$ cat config.mk
export PLATFORM = sky130hd
export DESIGN_NAME = main_ctrl_fsm
export DESIGN_NICKNAME = d
export VERILOG_FILES = /design/src/rtl/main_ctrl_fsm_pkg.sv /design/src/rtl/main_ctrl_fsm_instr_reg.sv /design/src/rtl/main_ctrl_fsm.sv
export SDC_FILE = /design/constraint.sdc
export NUM_CORES = 1
export LEC_CHECK = 0
export CORE_AREA = 2 2 62 64
export DETAILED_ROUTE_END_ITERATION = 10
export DIE_AREA = 0 0 64 66
export PLACE_DENSITY_LB_ADDON = 0.2
export SYNTH_ARGS = -nofsm -noshare
export SYNTH_HDL_FRONTEND = slang
export SYNTH_SLANG_ARGS = --single-unit
$ cat constraint.sdc
create_clock -name clk -period 2.1 [get_ports clk]
set_input_delay 0.42 -clock clk [delete_from_list [all_inputs] [get_ports clk]]
set_output_delay 0.42 -clock clk [all_outputs]
set_load 0.01 [all_outputs]
$ cat src/rtl/main_ctrl_fsm_pkg.sv
// Shared definitions for the multi-cycle MIPS-16 main control FSM:
// opcodes, function codes, state encoding and datapath select encodings.
package main_ctrl_fsm_pkg;

    localparam int IW     = 16;
    localparam int JUMP_W = 12;

    localparam logic [3:0] OP_RTYPE = 4'b0000;
    localparam logic [3:0] OP_ADDI  = 4'b0001;
    localparam logic [3:0] OP_ANDI  = 4'b0010;
    localparam logic [3:0] OP_ORI   = 4'b0011;
    localparam logic [3:0] OP_SUBI  = 4'b0100;
    localparam logic [3:0] OP_LOAD  = 4'b0111;
    localparam logic [3:0] OP_STORE = 4'b1000;
    localparam logic [3:0] OP_BEQ   = 4'b1001;
    localparam logic [3:0] OP_BNE   = 4'b1010;
    localparam logic [3:0] OP_BLT   = 4'b1011;
    localparam logic [3:0] OP_BGT   = 4'b1100;
    localparam logic [3:0] OP_JUMP  = 4'b1101;

    localparam logic [2:0] FUNC_ILLEGAL = 3'b111;

    localparam logic [1:0] ASB_RT  = 2'b00;
    localparam logic [1:0] ASB_ONE = 2'b01;
    localparam logic [1:0] ASB_IMM = 2'b10;

    localparam logic [1:0] PC_ALU = 2'b00;
    localparam logic [1:0] PC_BR  = 2'b01;
    localparam logic [1:0] PC_JMP = 2'b10;

    typedef enum logic [3:0] {
        S_FETCH    = 4'd0,
        S_DECODE   = 4'd1,
        S_EXEC_R   = 4'd2,
        S_EXEC_I   = 4'd3,
        S_MEM_ADDR = 4'd4,
        S_MEM_RD   = 4'd5,
        S_MEM_WR   = 4'd6,
        S_WB_ALU   = 4'd7,
        S_WB_MEM   = 4'd8,
        S_BRANCH   = 4'd9,
        S_JUMP     = 4'd10,
        S_HALT     = 4'd11
    } state_e;

    // Dispatch target out of S_DECODE for a given opcode/func pair.
    function automatic state_e decode_next(input logic [3:0] op,
                                           input logic [2:0] fn);
        state_e s;
        s = S_HALT;
        case (op)
            OP_RTYPE: s = (fn == FUNC_ILLEGAL) ? S_HALT : S_EXEC_R;
            OP_ADDI, OP_ANDI, OP_ORI, OP_SUBI: s = S_EXEC_I;
            OP_LOAD, OP_STORE: s = S_MEM_ADDR;
            OP_BEQ, OP_BNE, OP_BLT, OP_BGT: s = S_BRANCH;
            OP_JUMP: s = S_JUMP;
            default: s = S_HALT;
        endcase
        return s;
    endfunction

endpackage

$ cat src/rtl/main_ctrl_fsm_instr_reg.sv
// Instruction register: loads on the fetch strobe, clears on reset,
// and exposes the decoded instruction fields.
module main_ctrl_fsm_instr_reg
    import main_ctrl_fsm_pkg::*;
(
    input  logic              clk,
    input  logic              rst_n,
    input  logic              ld,
    input  logic [IW-1:0]     din,
    output logic [3:0]        opcode,
    output logic [2:0]        rs,
    output logic [2:0]        rt,
    output logic [2:0]        rd,
    output logic [2:0]        func,
    output logic [5:0]        imm,
    output logic [JUMP_W-1:0] jtarget
);

    logic [IW-1:0] ir_q;
    logic [IW-1:0] ir_d;

    always_comb begin
        ir_d = ir_q;
        if (ld) begin
            ir_d = din;
        end
    end

    always_ff @(posedge clk or negedge rst_n) begin
        if (!rst_n) begin
            ir_q <= '0;
        end else begin
            ir_q <= ir_d;
        end
    end

    assign opcode  = ir_q[15:12];
    assign rs      = ir_q[11:9];
    assign rt      = ir_q[8:6];
    assign rd      = ir_q[5:3];
    assign func    = ir_q[2:0];
    assign imm     = ir_q[5:0];
    assign jtarget = ir_q[JUMP_W-1:0];

endmodule

$ cat src/rtl/main_ctrl_fsm.sv
// Multi-cycle main control FSM of the 16-bit MIPS datapath: sequences
// fetch/decode/execute/memory/writeback and drives every datapath strobe.
module main_ctrl_fsm
    import main_ctrl_fsm_pkg::*;
(
    input  logic              clk,
    input  logic              rst_n,
    input  logic [IW-1:0]     mem_rdata,
    input  logic              mem_ready,
    input  logic              alu_cond,
    output logic [3:0]        opcode,
    output logic [2:0]        func,
    output logic [2:0]        rs,
    output logic [2:0]        rt,
    output logic [2:0]        rd,
    output logic [5:0]        imm,
    output logic [JUMP_W-1:0] jtarget,
    output logic              mem_read,
    output logic              mem_write,
    output logic              i_or_d,
    output logic              ir_write,
    output logic              reg_write,
    output logic              reg_dst,
    output logic              mem_to_reg,
    output logic              alu_src_a,
    output logic [1:0]        alu_src_b,
    output logic              pc_write,
    output logic [1:0]        pc_src,
    output logic              halt
);

    state_e state_q;
    state_e state_d;

    // Clear while reset is held so that no request is presented; the
    // first fetch starts on the clock edge after reset is released.
    logic run_q;
    logic run_d;

    main_ctrl_fsm_instr_reg u_ir (
        .clk     (clk),
        .rst_n   (rst_n),
        .ld      (ir_write),
        .din     (mem_rdata),
        .opcode  (opcode),
        .rs      (rs),
        .rt      (rt),
        .rd      (rd),
        .func    (func),
        .imm     (imm),
        .jtarget (jtarget)
    );

    always_ff @(posedge clk or negedge rst_n) begin
        if (!rst_n) begin
            state_q <= S_FETCH;
            run_q   <= 1'b0;
        end else begin
            state_q <= state_d;
            run_q   <= run_d;
        end
    end

    always_comb begin
        state_d = state_q;
        run_d   = 1'b1;
        if (!run_q) begin
            state_d = S_FETCH;
        end else begin
            unique case (state_q)
                S_FETCH: begin
                    if (mem_ready) begin
                        state_d = S_DECODE;
                    end
                end
                S_DECODE:   state_d = decode_next(opcode, func);
                S_EXEC_R:   state_d = S_WB_ALU;
                S_EXEC_I:   state_d = S_WB_ALU;
                S_MEM_ADDR: begin
                    state_d = (opcode == OP_LOAD) ? S_MEM_RD : S_MEM_WR;
                end
                S_MEM_RD: begin
                    if (mem_ready) begin
                        state_d = S_WB_MEM;
                    end
                end
                S_MEM_WR: begin
                    if (mem_ready) begin
                        state_d = S_FETCH;
                    end
                end
                S_WB_ALU:   state_d = S_FETCH;
                S_WB_MEM:   state_d = S_FETCH;
                S_BRANCH:   state_d = S_FETCH;
                S_JUMP:     state_d = S_FETCH;
                S_HALT:     state_d = S_HALT;
                default:    state_d = S_FETCH;
            endcase
        end
    end

    always_comb begin
        mem_read   = 1'b0;
        mem_write  = 1'b0;
        i_or_d     = 1'b0;
        ir_write   = 1'b0;
        reg_write  = 1'b0;
        reg_dst    = 1'b0;
        mem_to_reg = 1'b0;
        alu_src_a  = 1'b0;
        alu_src_b  = ASB_RT;
        pc_write   = 1'b0;
        pc_src     = PC_ALU;
        halt       = 1'b0;
        if (run_q) begin
            unique case (state_q)
                S_FETCH: begin
                    mem_read  = 1'b1;
                    alu_src_b = ASB_ONE;
                    ir_write  = mem_ready;
                    pc_write  = mem_ready;
                end
                S_DECODE: begin
                    alu_src_b = ASB_IMM;
                end
                S_EXEC_R: begin
                    alu_src_a = 1'b1;
                end
                S_EXEC_I, S_MEM_ADDR: begin
                    alu_src_a = 1'b1;
                    alu_src_b = ASB_IMM;
                end
                S_MEM_RD: begin
                    mem_read = 1'b1;
                    i_or_d   = 1'b1;
                end
                S_MEM_WR: begin
                    mem_write = 1'b1;
                    i_or_d    = 1'b1;
                end
                S_WB_ALU: begin
                    reg_write = 1'b1;
                    reg_dst   = (opcode == OP_RTYPE);
                end
                S_WB_MEM: begin
                    reg_write  = 1'b1;
                    mem_to_reg = 1'b1;
                end
                S_BRANCH: begin
                    alu_src_a = 1'b1;
                    pc_src    = PC_BR;
                    pc_write  = alu_cond;
                end
                S_JUMP: begin
                    pc_src   = PC_JMP;
                    pc_write = 1'b1;
                end
                S_HALT: begin
                    halt = 1'b1;
                end
                default: begin
                    halt = 1'b0;
                end
            endcase
        end
    end

endmodule

; Word-level counts from Yosys, hierarchy flattened
; Index checks and enable logic that the tools add are counted.
[word_totals]
elab_cells = 73
n_memories = 0
in_bits = 20
reg_bits = 21
ram_bits = 0
latchBits = 0
rom_bits = 0
[op_classes]
bitwise_logic = 0
mul = 0
shift = 0
n_eq_ne = 26
div_mod_pow = 0
reduce_logical = 12
n_lt_le_gt_ge = 0
addsub = 0
n_mux = 32
[op_table]
columns = cell, n
row1 = "4-bit equality test, second input constant", 10
row2 = 4-bit one-hot mux with 7 select lines, 1
row3 = "4-bit by 3-bit equality test with 1-bit output, second input constant", 6
row4 = 4-bit two-way mux, 5
row5 = 4-bit one-hot mux with 5 select lines, 1
row6 = 1-bit two-way mux, 19
row7 = "4-bit by 2-bit equality test with 1-bit output, second input constant", 4
row8 = 4-bit OR reduction, 3
row9 = 2-bit OR reduction, 5
row10 = "3-bit != test, second input constant", 3
row11 = "4-bit by 1-bit equality test with 1-bit output, second input constant", 2
row12 = 4-bit zero test, 2
row13 = 2-bit one-hot mux with 2 select lines, 2
row14 = 2-bit two-way mux, 3
row15 = "3-bit equality test, second input constant", 1
row16 = 1-bit one-hot mux with 3 select lines, 1
row17 = 3-bit AND reduction, 1
row18 = 3-bit OR reduction, 1

; Longest topological paths before layout
[logic_depth]
ltp_word = 5
mapped_depth = 5

; Cells and area by module
; A second synthesis with hierarchy kept.
[hier_totals]
cells_unflattened = 139
area_unflattened_um2 = 1466.4
[modules_own_cells]
columns = module, area_each_um2, cells_per_inst, n_inst, seq_area_each_um2
row1 = main_ctrl_fsm_instr_reg, 784.5, 52, 1, 400.4
row2 = main_ctrl_fsm, 681.9, 87, 1, 125.1

; Least setup slack after synthesis
; Ideal clock, no wire load.
[synth_timing]
path_kind = reg-to-output
from = register state_q[1]
to = output port ir_write
stages_incl_launch_ff = 6
path_slack_ns = 0.247
t_arrival_ns = 1.433
cell_sequence = dfrtp_1 -> or4_4 -> nor2_4 -> nand2_4 -> buf_6 -> inv_1
[synth_between]
elab_chain_len = 3
[synth_lines]
columns = element, line_no
row1 = from (decl), main_ctrl_fsm.sv:32  ; state_e state_q;
row2 = from (signal assigned), main_ctrl_fsm.sv:59  ; state_q <= state_d;
row3 = 4-bit zero test, main_ctrl_fsm.sv:116  ; unique case (state_q)
row4 = 1-bit two-way mux, main_ctrl_fsm.sv:116
row5 = 1-bit two-way mux, main_ctrl_fsm.sv:115  ; if (run_q) begin
row6 = to (decl), main_ctrl_fsm.sv:21  ; output logic ir_write,
; Every way passes these cells.

; Worst setup path in the final report
[layout_timing]
from = register state_q[1]
to = output port alu_src_b[0]
[layout_between]
elab_chain_len = 4
word_cells_on_any_way = 7
cone_classes = 3 x eq/ne / 2 x mux / 2 x reduce/logical
[layout_lines]
columns = element, line_no
row1 = "4-bit by 1-bit equality test with 1-bit output, or another cell as far along", main_ctrl_fsm.sv:116
row2 = 3-bit OR reduction (no source line), --
row3 = 2-bit one-hot mux with 2 select lines (*), main_ctrl_fsm.sv:116
row4 = 2-bit two-way mux (*), main_ctrl_fsm.sv:115
row5 = to (decl), main_ctrl_fsm.sv:26  ; output logic [1:0] alu_src_b,
; Every way passes the cells marked *; elsewhere a longest branch is shown, timed or not.

==> flow_summary.json <==
{
  "hold_slack_ns": 0.442,
  "p_total_mw": 3.17,
  "ir_drop_v": 0.000742,
  "synthFlopType": "dfrtp_1",
  "fin_crit_ns": 2.09,
  "required_ns": 1.68,
  "postRouteAntennaNets": 0,
  "dieHeight_um": 66,
  "setup_viol": 0,
  "yosys-top-cells-area": "dfrtp_1, buf_4, mux2_4",
  "vias": 1242,
  "clock_sinks": 21,
  "dr.pass1.iters": 4,
  "die_w_um": 64,
  "p_leak_nw": 0.952,
  "dpl.cell_count": 247,
  "start_kind": "flip-flop",
  "root_buffer": "clkbuf_4",
  "hpwlAfterDp_um": 2580,
  "synth_cells": 140,
  "synth_area_per_cell_um2": 9.88,
  "hold_viol_final": 0,
  "critPathMaxFanout": 2,
  "m1WireLength_um": 1400,
  "ios": 68,
  "yosysMostFrequentCell": "dfrtp_1",
  "diodes": 0,
  "synth-seq-area-share_pct": 38.0,
  "cts_tree": "built",
  "wire_per_inst_um": 13.4,
  "start_util_pct": 39.0,
  "rows": 22,
  "track_usage_pct": 17.1,
  "r2r_slack_ns": 0.21,
  "fp.coreArea_um2": 3550,
  "final_max_slew_viol_count": 0,
  "antenna_found_initial": 0,
  "grt_pass1_vias": 1242,
  "clk_latency_ns": 0.30,
  "grt_max_degree": 24,
  "r2r_end": "state_q[3]",
  "yosysUniqueCellTypes": 36,
  "rsz0062_at_grt": "yes",
  "via_per_inst": 4.89,
  "grt_pass1_wl_um": 5810,
  "globalplace.congestion": 0.795,
  "post-route-util_pct": 60.3,
  "nNetsFinal": 227,
  "syn-num-nets": 160,
  "end_kind": "output port",
  "r2r_cells": 6,
  "status": "finished, final reports clean",
  "maxCapViolCount": 0,
  "cp.arrival_ns": 1.67,
  "drt-initial-drc-count": 49,
  "synth-edff-count": 0,
  "r2r_start": "state_q[1]",
  "drive_above_1_share_pct": 32.0,
  "numCtsBuffers": 3,
  "fin_cells": 254,
  "timing.final.crit_share_pct": 99.5,
  "powerDensity_nw_per_um2": 1480,
  "cts.clk_slew.worst_paths_ns": 0.12,
  "route.met3.wl_um": 213,
  "holdCritPathClass": "in -> async",
  "async_flop_share_pct": 100,
  "synth_commonest_cells": "dfrtp_1, buf_4, mux2_4, o21ai_0, clkbuf_1",
  "synth_top_area_cell": "dfrtp_1",
  "overflow": 0,
  "synth_top_area_share_pct": 38.0,
  "die_area_um2": 4220,
  "drc_errors": 0,
  "synthToLayoutAreaGrowth_pct": 54.8,
  "highest_layer": "met4",
  "setup.worst_path.class": "reg -> out",
  "cts.path.max_buffers": 2,
  "numPortBuffers": 67,
  "skew_ns": 0.00570,
  "met2_length_um": 1770,
  "fmax_mhz": 478,
  "ctsHtreeMaxLevel": 1,
  "n_fill_cell": 322,
  "synth_seq_cells": 21,
  "finalWirelength_um": 3400,
  "netlist_area_um2": 1380,
  "yosys_warnings": 0
}
-- state kept, by name (all words and copies together), names as in the netlist --
signal and count:
state_q 4, u_ir.ir_q 16, run_q 1
-- per-stage QoR --
stage / setup TNS (ns) / setup WS [ns] / instance area, um^2
after detailed placement: -0.148 / -0.143 / 2080
after CTS: -0.103 / -0.0486 / 2140
after global placement: -0.165 / -0.151 / 2080
final: 0 / 0.00976 / 2140
after floorplan: 0 / 0.247 / 1380
after global routing: -0.385 / -0.0837 / 2140
-- power breakdown --
group	switching, mW	internal, mW	total (mW)	leakage, nW
combinational	0.892	1.30	2.20	0.683
clock	0.125	0.0723	0.198	0.0139
sequential	0.179	0.594	0.773	0.255
-- cells in the final DEF, fill, tap and decap left out, drive strengths merged, types with 2 or more instances in the layout --
master	count
nand2b	5
nor2b	2
nor3	3
dfrtp	21
mux2	16
inv	4
a21oi	7
nand4b	2
clkbuf	7
a211oi	2
o21ai	9
or3	3
xor2	2
clkdlybuf4s50	53
dlygate4sd2	3
nand2	8
nor3b	4
clkdlybuf4s15	2
nand3b	4
o22ai	2
nor2	5
buf	28
nand3	2
-- per-layer routing --
layer  global-route usage, %  vias up
li1                        -      603
met1                    20.9      597
met2                    31.1       40
met3                    3.24        2
met4                    3.26        0
met5                       0        -
-- cell families (layout without fill, tap and decap cells) --
family                 Yosys count  count (layout)  share of synthesized area [%]
XOR/XNOR                         2               2                           1.27
AND/OR/NAND/NOR                 41              41                           18.7
buffers and inverters           32              98                           14.2
flip-flops                      21              21                           38.0
multiplexers                    16              16                           15.5
other                            1               1                          0.271
AO/OA/AOI/OAI                   27              27                           12.1
-- what timing repair did --
action / in CTS / in global routing
pin swaps: 2 / 4
endpoints found under the setup margin: 14 / 10
gates resized for setup: 32 / 19
hold buffers: 0 / 0
setup buffers: 2 / 1
endpoints found under the hold margin: 0 / 0
-- final cells by class --
type                            count  area (um^2)  area share, %
Tap cell                           48         60.1           2.80
Clock buffer                        3         22.5           1.05
Inverter                            4         15.0          0.701
Timing Repair Buffer               90          820           38.3
Multi-Input combinational cell     87          692           32.3
Clock inverter                      1         7.51          0.350
Sequential cell                    21          526           24.5
-- worst max path at each step --
stage,from,endpoint,slack [ns],depth (start not counted)
after floorplan,state_q[1],ir_write,0.25,5
after global placement,mem_ready,pc_write,-0.15,5
after detailed placement,mem_ready,pc_write,-0.14,5
after CTS,state_q[0],ir_write,-0.05,6
after global routing,state_q[0],ir_write,-0.08,6
final,state_q[1],alu_src_b[0],0.01,5
-- worst max-delay path: stages (launching register included) --
cell and delay [ns]:
dfrtp_1 0.40, or4_4 0.56, nor2_4 0.12, buf_4 0.11, buf_4 0.09, buf_6 0.09
No activity file was read; power rests on OpenSTA's default activity.
